File: src/rtl/kbd_scan_encoder.sv
// kbd_scan_encoder: 4x4 active-low keypad scanner with press/release
// debounce, producing a 4-bit key code (row*4 + col) with a valid/ack
// handshake toward the keyboard consumer.
// Optional build macro KBD_REPEAT_EN: while a key stays held, the code is
// re-offered every 16*SCAN_DIV clocks (same overrun rule as a fresh press).
module kbd_scan_encoder #(
  parameter int SCAN_DIV   = 16,
  parameter int DEB_CYCLES = 8,
  parameter int CNT_W      = 8
) (
  input  logic       clk,
  input  logic       rst_n,
  output logic [3:0] row_n,
  input  logic [3:0] col_n,
  output logic [3:0] kbd,
  output logic       kbd_valid,
  input  logic       kbd_ack,
  output logic       key_down
);

  typedef enum logic [1:0] {
    SCAN        = 2'd0,
    DEB_PRESS   = 2'd1,
    HELD        = 2'd2,
    DEB_RELEASE = 2'd3
  } state_e;

  localparam logic [CNT_W-1:0] SCAN_LAST = CNT_W'(SCAN_DIV - 1);
  localparam logic [CNT_W-1:0] DEB_LAST  = CNT_W'(DEB_CYCLES);
  localparam logic [CNT_W-1:0] CNT_ONE   = CNT_W'(1);

  state_e           state_q;
  logic [CNT_W-1:0] scan_cnt_q;
  logic [CNT_W-1:0] deb_cnt_q;
  logic [3:0]       row_n_q;
  logic [3:0]       cand_q;     // {row index, column} latched at detection
  logic [3:0]       kbd_q;
  logic             valid_q;
  logic             key_down_q;

`ifdef KBD_REPEAT_EN
  localparam int             REP_W    = $clog2(16 * SCAN_DIV);
  localparam logic [REP_W-1:0] REP_LAST = REP_W'(16 * SCAN_DIV - 1);
  localparam logic [REP_W-1:0] REP_ONE  = REP_W'(1);
  logic [REP_W-1:0] rep_cnt_q;
`endif

  logic       any_low_d;
  logic [1:0] low_col_d;
  logic [1:0] row_idx_d;
  logic       slot_free_d;

  // Lowest active column wins; any_low flags that at least one column is low.
  always_comb begin
    any_low_d = ~&col_n;
    low_col_d = 2'd0;
    if (!col_n[0])      low_col_d = 2'd0;
    else if (!col_n[1]) low_col_d = 2'd1;
    else if (!col_n[2]) low_col_d = 2'd2;
    else if (!col_n[3]) low_col_d = 2'd3;
  end

  // Row index of the currently driven (low) row.
  always_comb begin
    case (row_n_q)
      4'b1101: row_idx_d = 2'd1;
      4'b1011: row_idx_d = 2'd2;
      4'b0111: row_idx_d = 2'd3;
      default: row_idx_d = 2'd0;
    endcase
  end

  // A new code may load when nothing is pending or the pending one is acked now.
  assign slot_free_d = ~valid_q | kbd_ack;

  // Scan / debounce FSM with registered outputs and the consumer handshake.
  always_ff @(posedge clk or negedge rst_n) begin
    if (!rst_n) begin
      state_q    <= SCAN;
      scan_cnt_q <= '0;
      deb_cnt_q  <= '0;
      row_n_q    <= 4'b1110;
      cand_q     <= 4'h0;
      kbd_q      <= 4'h0;
      valid_q    <= 1'b0;
      key_down_q <= 1'b0;
`ifdef KBD_REPEAT_EN
      rep_cnt_q  <= '0;
`endif
    end else begin
      // Acknowledge first; a load later in this block overrides the clear.
      if (valid_q && kbd_ack) valid_q <= 1'b0;

      case (state_q)
        SCAN: begin
          if (scan_cnt_q == SCAN_LAST) begin
            scan_cnt_q <= '0;
            if (any_low_d) begin
              // Freeze on this row; the rotation is skipped on this edge.
              cand_q    <= {row_idx_d, low_col_d};
              deb_cnt_q <= '0;
              state_q   <= DEB_PRESS;
            end else begin
              row_n_q <= {row_n_q[2:0], row_n_q[3]};
            end
          end else begin
            scan_cnt_q <= scan_cnt_q + CNT_ONE;
          end
        end

        DEB_PRESS: begin
          if (deb_cnt_q == DEB_LAST) begin
            key_down_q <= 1'b1;
            deb_cnt_q  <= '0;
            state_q    <= HELD;
            if (slot_free_d) begin
              kbd_q   <= cand_q;
              valid_q <= 1'b1;
            end
`ifdef KBD_REPEAT_EN
            rep_cnt_q <= '0;
`endif
          end else if (any_low_d && (low_col_d == cand_q[1:0])) begin
            deb_cnt_q <= deb_cnt_q + CNT_ONE;
          end else begin
            // Bounce: go back to scanning from the frozen row, full dwell.
            deb_cnt_q <= '0;
            state_q   <= SCAN;
          end
        end

        HELD: begin
          deb_cnt_q <= '0;
          if (!any_low_d) state_q <= DEB_RELEASE;
`ifdef KBD_REPEAT_EN
          if (rep_cnt_q == REP_LAST) begin
            rep_cnt_q <= '0;
            if (slot_free_d) begin
              kbd_q   <= cand_q;
              valid_q <= 1'b1;
            end
          end else begin
            rep_cnt_q <= rep_cnt_q + REP_ONE;
          end
`endif
        end

        DEB_RELEASE: begin
          if (any_low_d) begin
            deb_cnt_q <= '0;
            state_q   <= HELD;
`ifdef KBD_REPEAT_EN
            rep_cnt_q <= '0;
`endif
          end else if (deb_cnt_q == DEB_LAST) begin
            // Release accepted; scanning restarts on the same row.
            key_down_q <= 1'b0;
            deb_cnt_q  <= '0;
            state_q    <= SCAN;
          end else begin
            deb_cnt_q <= deb_cnt_q + CNT_ONE;
          end
        end

        default: state_q <= SCAN;
      endcase
    end
  end

  assign row_n     = row_n_q;
  assign kbd       = kbd_q;
  assign kbd_valid = valid_q;
  assign key_down  = key_down_q;

endmodule

File: config.mk
export PLATFORM = sky130hd
export DESIGN_NAME = kbd_scan_encoder
export DESIGN_NICKNAME = d
export VERILOG_FILES = /design/src/rtl/kbd_scan_encoder.sv
export SDC_FILE = /design/constraint.sdc
export NUM_CORES = 1
export LEC_CHECK = 0
export BUFFER_PORTS_ARGS = -buffer_cell sky130_fd_sc_hd__buf_2
export CAP_MARGIN = 20
export CORE_UTILIZATION = 50
export CTS_BUF_LIST = sky130_fd_sc_hd__clkbuf_8
export DETAILED_ROUTE_END_ITERATION = 10
export PLACE_DENSITY = 0.72
export SLEW_MARGIN = 30
export SYNTH_ARGS = -nofsm -noshare
export SYNTH_HDL_FRONTEND = slang
export SYNTH_SLANG_ARGS = --single-unit
File: constraint.sdc
create_clock -name clk -period 6.1 [get_ports clk]
set_clock_uncertainty 0.2 [all_clocks]
set_input_delay 0.305 -clock clk [delete_from_list [all_inputs] [get_ports clk]]
set_output_delay 0.305 -clock clk [all_outputs]
set_load 0.01 [all_outputs]
==> summary.txt, run 1 <==
Worst setup path
  • Crit path capture type: flip-flop
  • Startpoint types: flip-flop
  • CP Class: flip-flop to flip-flop
  • Crit-path max cell delay: between 0.4 and 0.5 ns
  • CP Data Arrival Time: 2.23 ns
  • Worst Path Buf+Inv: 0
  • Maximum fanout along the worst path: 5
  • Critical-path top delay cell: or3_1
  • CP top delay family: simple AND/OR/NAND/NOR gates
  • Required @ worst endpoint: ~6 ns
  • Worst-path cell chain: ha_1, nand3_1, or3_1, nor2_1, nand2_1, mux2_2
  • Worst reg-to-reg setup slack: approximately 3.8 ns

Global route
  • Largest net degree at the start of global routing: 33
  • Global-route wire length before repair: 5.285 mm
  • Initial antenna violation count: 0
  • Remaining Overflow, GRT: 0
  • GRT Total Usage: 20.43%
  • Number of global-route vias before repair: 1,156

Routing
  • DR WL/cell: 14.18 µm
  • Initial drt markers: between 50 and 60
  • Routed Antenna Nets: 0
  • DRT Pass-1 Iters: 4
  • Via-per-instance ratio: 5.662
  • Wirelength, routed: 3.105 mm
  • Drt drc: 0
  • DR vias: 1,240

Power and ir drop
  • Pwr/cell area: 203.8 nW/µm²
  • Pint: 292.8 µW
  • Net Sw Power: 79.68 µW
  • Seq pwr share: a little under three fifths
  • Lkg Pwr: ~0.87 nW
  • Clock Power Share: 39.7%
  • Sw frac: between 20% and 30%
  • Combinational share of power: under 10%
  • Worst vdd ir: 161.5 µV

CTS
  • Longest Clk Path Bufs: 2
  • CTS H-tree depth: 2
  • Worst skew pair latency: 0.28 ns
  • Root buffer cell: clkbuf_8
  • CTS tree: yes
  • Setup Fix Bufs, Post-CTS: 0
  • Cts bufs inserted: 5
  • CTS clock-pin slew for the worst setup and hold paths: ~0.06 ns
  • Clock Sinks: 32

STA
  • Highest clock rate: 0.4400 GHz
  • Worst slew pin tran: 0.7138 ns
  • Final Setup Violations: 0
  • Setup_tns: 0 ns
  • Period minus WS final: ~2.3 ns
  • Worst slew margin: 52.42%
  • Tcrit/Tclk final: 37.26%
  • RSZ-0062 raised after global routing: false
  • Slew Limit Fails: 0
  • Endpoints failing hold: 0

Floorplan
  • I/O pin cnt: 17
  • Initial Util: between 50 and 60%
  • Core area: 3053 µm²
  • Die Footprint: 3449 µm²
  • Row cnt: 20
  • Die H: just under 60 µm
  • Die X: 58.73 µm

Synth
  • Seq/Total Area, Yosys: between 50% and 60%
  • Mapped Avg Cell Area: 10.59 µm²
  • Yosys cell types: 40
  • Post-Syn Area: 1609 µm²
  • Net Count, Synth: 162
  • Top cell type's share of synthesized area: a little under half
  • Mapped Cells: 152
  • Number of synthesized flops with an enable pin: 0
  • Yosys reg bits: 32
  • Top area cells in the synthesized netlist: dfrtp_1 45%, mux2_2 5.6%, dfstp_2 4.9%
  • Cell taking the most area after synthesis: dfrtp_1
  • Synth Warn #: 0
  • Main flop type after synthesis: dfrtp_1
  • FFs w/ async S/R, synth: 100.0%

Cells and area
  • ANT cells: 0
  • Core Util, Final: 59.88%
  • P&R area growth vs syn: 13.61%
  • Layout cells sized above 1: 22.29%
  • Nets: 184

Placed design
  • IO buf count: 16
  • Gpl congestion: 0.7484
  • Post-DP HPWL: 2.253 mm

Job
  • Number of max-cap violations: 0

Worst hold path
  • HP Class: input pin to flip-flop

Status
  • Status: complete, no violations
[tightest hold or removal path, stage by stage]
cell,delay [ns]
buf_2,0.13
nand2_1,0.08
a21oi_1,0.06
[synthesized netlist by cell type, types with 4 or more instances]
cell and number:
inv_1 5, nor2_1 9, nand3_1 7, and3_1 5, mux2_2 8, a221o_1 5
a21oi_1 4, xnor2_1 5, o21ai_0 10, dfrtp_1 29, nand2_1 18, nor3_1 4
[power by group through the flow]
stage | sequential (mW) | clock, mW | combinational (mW)
final | 0.213 | 0.148 | 0.0115
after detailed placement | 0.217 | 0 | 0.0113
after floorplan | 0.217 | 0 | 0.00339
after global routing | 0.213 | 0.161 | 0.0134
after CTS | 0.213 | 0.151 | 0.0118
after global placement | 0.217 | 0 | 0.0109
[repair_timing]
action,4_1_cts,5_1_grt
hold buffers,1,0
setup endpoints to repair,0,0
gates resized for setup,0,0
endpoints found under the hold margin,29,0
[cell families after synthesis]
kind of cell	count (synthesis)	share of synthesized area (%)
multiplexers	11	7.698
AO/OA/AOI/OAI	26	11.35
buffers and inverters	7	1.633
flip-flops	32	50.00
adder cells (fa/ha/maj)	3	2.333
XOR/XNOR	8	4.355
AND/OR/NAND/NOR	65	22.63
[registers in the layout, indices dropped and copies added, names as in the netlist]
name and flops:
key_down 1, kbd_valid 1, state_q 2, scan_cnt_q 8, deb_cnt_q 8, row_n 4
cand_q 4, kbd 4
[final timing paths]
path                                      startpoint                   endpoint  cells after the start
min in group asynchronous                      rst_n  scan_cnt_q[1]$_DFFE_PN0N_                      2
max in group asynchronous                      rst_n      cand_q[2]$_DFFE_PN0P_                      2
min                                         col_n[0]      cand_q[1]$_DFFE_PN0P_                      3
max reg2reg                scan_cnt_q[0]$_DFFE_PN0N_      cand_q[3]$_DFFE_PN0P_                      6
max                        scan_cnt_q[0]$_DFFE_PN0N_      cand_q[3]$_DFFE_PN0P_                      6
min reg2reg                scan_cnt_q[7]$_DFFE_PN0N_  scan_cnt_q[7]$_DFFE_PN0N_                      1
[per-layer routing]
metal / wire length, µm / GRT usage (%)
met2: 1523 / 32.95
met4: 14 / 5.782
met1: 1436 / 27.30
met5: 0 / 0
met3: 131 / 5.275
[metrics by stage]
step	instances	total power [mW]	worst slack (ns)	hold WS, ns	cell area, µm²
after floorplan	152	0.2201	4.030	-0.1906	1609
after global placement	210	0.2276	3.888	0.1912	1737
final	219	0.3725	3.827	0.1450	1828
after CTS	219	0.3760	3.823	0.1403	1828
after global routing	219	0.3871	3.691	0.1707	1828
after detailed placement	210	0.2281	3.836	0.1907	1737
[cell usage in the layout, fill, tap and decap left out, drive strengths merged, types with 2 or more instances in the layout]
cell type | netlist | layout
dfrtp | 29 | 29
nand2 | 18 | 18
buf | 0 | 16
mux2 | 11 | 11
o21ai | 10 | 10
nor2 | 10 | 10
nand3 | 8 | 8
inv | 5 | 7
nor3 | 6 | 6
and3 | 5 | 5
xnor2 | 5 | 5
a221o | 5 | 5
clkbuf | 2 | 5
a21oi | 4 | 4
nand2b | 3 | 3
xor2 | 3 | 3
nor2b | 3 | 3
ha | 3 | 3
dfstp | 3 | 3
and2 | 2 | 2
nand4 | 2 | 2
or4 | 2 | 2
[final cells by class]
type / instances / area [µm²]
fillers: 279 / 1225
flip-flops and latches: 32 / 804.5
multi-input cells: 113 / 778.2
repair buffers: 17 / 90.09
clock buffers: 5 / 68.82
well taps: 44 / 55.05
inverters: 5 / 18.77
clock inverters: 3 / 12.51
Power figures use the tool's default switching activity.
==> run 2, diff against run 1 <==
--- a/config.mk
+++ b/config.mk
@@ -5,12 +5,13 @@
 export SDC_FILE = /design/constraint.sdc
 export NUM_CORES = 1
 export LEC_CHECK = 0
+export ABC_AREA = 1
 export BUFFER_PORTS_ARGS = -buffer_cell sky130_fd_sc_hd__buf_2
 export CAP_MARGIN = 20
 export CORE_UTILIZATION = 50
 export CTS_BUF_LIST = sky130_fd_sc_hd__clkbuf_8
 export DETAILED_ROUTE_END_ITERATION = 10
-export PLACE_DENSITY = 0.72
+export PLACE_DENSITY = 0.71
 export SLEW_MARGIN = 30
 export SYNTH_ARGS = -nofsm -noshare
 export SYNTH_HDL_FRONTEND = slang
==> constraint.sdc (replaced) <==
create_clock -name clk -period 2.1 [get_ports clk]
set_clock_uncertainty 0.2 [all_clocks]
set_input_delay 0.105 -clock clk [delete_from_list [all_inputs] [get_ports clk]]
set_output_delay 0.105 -clock clk [all_outputs]
set_load 0.01 [all_outputs]
==> run 2 against run 1 <==
Against the previous run: clock power rose to 4.3 times the previous value; flip-flop and latch count did not move; sequential share of layout area shrank 2.6 points; die area grew 1.9%; global-route usage up 0.26 points; setup slack got worse by 3.5 ns; largest cell class unchanged.
==> summary.txt, run 2 <==
Routing
  • Via-per-instance ratio: 4.966 (-12%)
  • Initial drt markers: 46 (-15%)
  • Routed Antenna Nets: 0 (unchanged)
  • Drt drc: 0 (unchanged)
  • DRT Pass-1 Iters: 4 (unchanged)
  • DR WL/cell: 11.57 µm (-18%)
  • Wirelength, routed: 3.020 mm (-2.7%)
  • DR vias: 1,296 (+4.5%)

CTS
  • CTS tree: yes
  • CTS clock-pin slew for the worst setup and hold paths: 0.07 ns (about the same)
  • Cts bufs inserted: 5 (unchanged)
  • Clock Sinks: 32 (unchanged)
  • Setup Fix Bufs, Post-CTS: 0 (unchanged)
  • Resize count post-CTS: 0 (unchanged)
  • Longest Clk Path Bufs: 2 (unchanged)
  • Root buffer cell: clkbuf_8
  • # hold bufs at CTS: 4 (+3)
  • CTS H-tree depth: 2 (unchanged)
  • Worst skew pair latency: 0.28 ns (about the same)

Global route
  • Busiest layer in global routing: met2
  • Initial antenna violation count: 0 (unchanged)
  • Met2 Usage GRT: 35.31% (+2.4 points)
  • Remaining Overflow, GRT: 0 (unchanged)
  • M3 GR Usage: 6.550% (+1.3 points)
  • GRT Total Usage: 20.70% (+0.26 points)
  • Global-route wire length before repair: 5.313 mm (+0.53%)
  • Number of global-route vias before repair: 1,253 (+8.4%)
  • Largest net degree at the start of global routing: 33 (unchanged)
  • Met1 Resource Use GR: 23.88% (-3.4 points)

Synth
  • Xor and xnor area share after synthesis: 4.195% (-0.16 points)
  • Synth Warn #: 0 (unchanged)
  • Synth Area in Adders: 2.288% (-0.044 points)
  • Mux cell area share after synthesis: 0% (-7.7 points)
  • Post-synth top cells: 47 x nand2_1, 29 x dfrtp_1, 21 x inv_1
  • Mapped Avg Cell Area: 8.679 µm² (-18%)
  • Mapped Cells: 189 (+24%)
  • Most common cell in the netlist: nand2_1
  • Main combinational cell family by area after synthesis: simple AND/OR/NAND/NOR gates
  • Post-Syn Area: 1640 µm² (+1.9%)
  • Top cell type's share of synthesized area: 44.24% (-0.86 points)
  • Post-Synth Simple-Gate Area: 27.92% (+5.3 points)
  • Top area cells in the synthesized netlist: dfrtp_1 44%, nand2_1 11%, dfstp_2 4.8%
  • Cell taking the most area after synthesis: dfrtp_1
  • FFs w/ async S/R, synth: 100.0% (unchanged)
  • Seq/Total Area, Yosys: 49.05% (-0.95 points)
  • Number of synthesized flops with an enable pin: 0 (unchanged)
  • Yosys cell types: 28 (-30%)
  • Yosys reg bits: 32 (unchanged)
  • Post-synthesis compound-gate area fraction: 10.83% (-0.52 points)
  • Net Count, Synth: 199 (+23%)
  • Main flop type after synthesis: dfrtp_1

Cells and area
  • Layout cells sized above 1: 22.58% (+0.29 points)
  • ANT cells: 0 (unchanged)
  • Core Util, Final: 63.09% (+3.2 points)
  • Fin cells: 261 (+19%)
  • Commonest non-fill, non-tap cell in the layout: nand2_1
  • P&R area growth vs syn: 18.38%
  • Nets: 226 (+23%)
  • Regs by FF count: deb_cnt_q (8), scan_cnt_q (8)
  • Most frequent cells in the layout: 47 x nand2_1, 29 x dfrtp_1, 21 x inv_1, 16 x buf_2, 13 x nor2_1
  • Design area: 1942 µm² (+6.2%)

Power and ir drop
  • Pwr/cell area: 1120 nW/µm² (+450%)
  • Worst vdd ir: 776.5 µV (+380%)
  • Total power: 2.175 mW (+480%)
  • Lkg Pwr: 0.9064 nW (+3.8%)

Floorplan
  • Die Footprint: 3514 µm² (+1.9%)
  • Row cnt: 20 (unchanged)
  • Initial Util: 53.29% (+0.59 points)
  • Die H: 59.28 µm (+0.93%)
  • I/O pin cnt: 17 (unchanged)
  • Die X: 59.28 µm (+0.93%)
  • Core area: 3078 µm² (+0.82%)

STA
  • Final Setup Violations: 0 (unchanged)
  • Setup ws final: 0.3251 ns (-3.502 ns)
  • RSZ-0062 raised after global routing: false
  • Endpoints failing hold: 0 (unchanged)
  • Highest clock rate: 0.5634 GHz (+28%)
  • Setup_tns: 0 ns (unchanged)
  • Worst slew pin tran: 0.6952 ns (-0.01855 ns)
  • Tcrit/Tclk final: 84.52% (+47 points)
  • Period minus WS final: 1.775 ns (-0.4977 ns)
  • Worst slew margin: 53.65% (+1.2 points)
  • Slew Limit Fails: 0 (unchanged)
  • WHS: 0.05266 ns (-0.09236 ns)

Placed design
  • Cell Area, Placed: 1775 µm² (+2.2%)
  • Post-DP HPWL: 2.188 mm (-2.9%)
  • Gpl congestion: 0.7819 (+4.5%)
  • Place WS: 0.3912 ns (-3.445 ns)
  • Dpl cells: 249 (+19%)
  • IO buf count: 16 (unchanged)

Worst setup path
  • Required @ worst endpoint: 2.07 ns (-3.99 ns)
  • Startpoint types: flip-flop
  • CP startpoint: scan_cnt_q[0]$_DFFE_PN0N_
  • Worst setup endpoint: cand_q[3]$_DFFE_PN0P_
  • Worst reg-to-reg setup slack: 0.33 ns (-3.50 ns)
  • CP Class: flip-flop to flip-flop
  • Reg2reg end: cand_q[3]$_DFFE_PN0P_
  • R2r startpoint: scan_cnt_q[0]$_DFFE_PN0N_
  • Worst r2r path cells: 6 (unchanged)
  • Crit path capture type: flip-flop
  • CP Data Arrival Time: 1.74 ns (-0.49 ns)
  • Maximum fanout along the worst path: 8 (+3)

Worst hold path
  • HP Class: input pin to flip-flop

Status
  • Status: complete, no violations

Job
  • Number of max-cap violations: 0 (unchanged)
[run 2: cell types whose count changed in the layout (fill, tap and decap cells not counted), moves of 4 or more]
cell / before / now
a221o_1: 5 / 0
and3_1: 5 / 0
inv_1: 7 / 21
inv_2: 0 / 4
mux2_2: 8 / 0
nand2_1: 18 / 47
nand3_1: 7 / 11
nor2_1: 9 / 13
nor2_4: 0 / 4
o21ai_1: 0 / 4
[run 2: layout make-up]
type	count	area [µm²]
timing repair buffer	20	120.1
multi-input combinational	132	742.0
clock inverter	1	30.03
fill	255	1136
tap	44	55.05
sequential	32	804.5
inverter	25	93.84
clock buffer	7	96.34
[run 2: how the worst min path moves through the flow]
stage          startpoint                       end  slack (ns)  depth (start not counted)
2_1_floorplan       rst_n     cand_q[0]$_DFFE_PN0P_       -0.39                          0
3_3_place_gp        rst_n  deb_cnt_q[2]$_DFFE_PN0P_       -0.02                          1
3_5_place_dp        rst_n  deb_cnt_q[3]$_DFFE_PN0P_       -0.01                          1
4_1_cts          col_n[2]     cand_q[0]$_DFFE_PN0P_        0.04                          5
5_1_grt          col_n[2]     cand_q[0]$_DFFE_PN0P_        0.11                          5
6_report         col_n[2]     cand_q[0]$_DFFE_PN0P_        0.05                          5
[run 2: critical path: stages, from the launching register on]
cell	delay, ns
dfrtp_1	0.44
ha_1	0.20
nand3_1	0.16
nor2_4	0.22
nand3_2	0.16
a31oi_1	0.21
a21oi_1	0.07
[run 2: layer usage]
metal	part of all wire (%)	routed length, µm	vias up
li1	-	-	666
met1	45	1370	600
met2	50	1501	23
met3	3.3	99	7
met4	1.7	50	0
met5	0	0	-
[run 2: where the power goes]
group	switching (mW)	internal [mW]	total (mW)
Clock	0.222	0.418	0.640
Combinational	0.410	0.229	0.639
Sequential	0.142	0.755	0.896
[run 2: logic make-up after synthesis]
group           count (synthesis)
buf+inv                        25
compound gates                 30
fa+ha+maj                       3
flops                          32
simple gates                   92
xor+xnor                        7
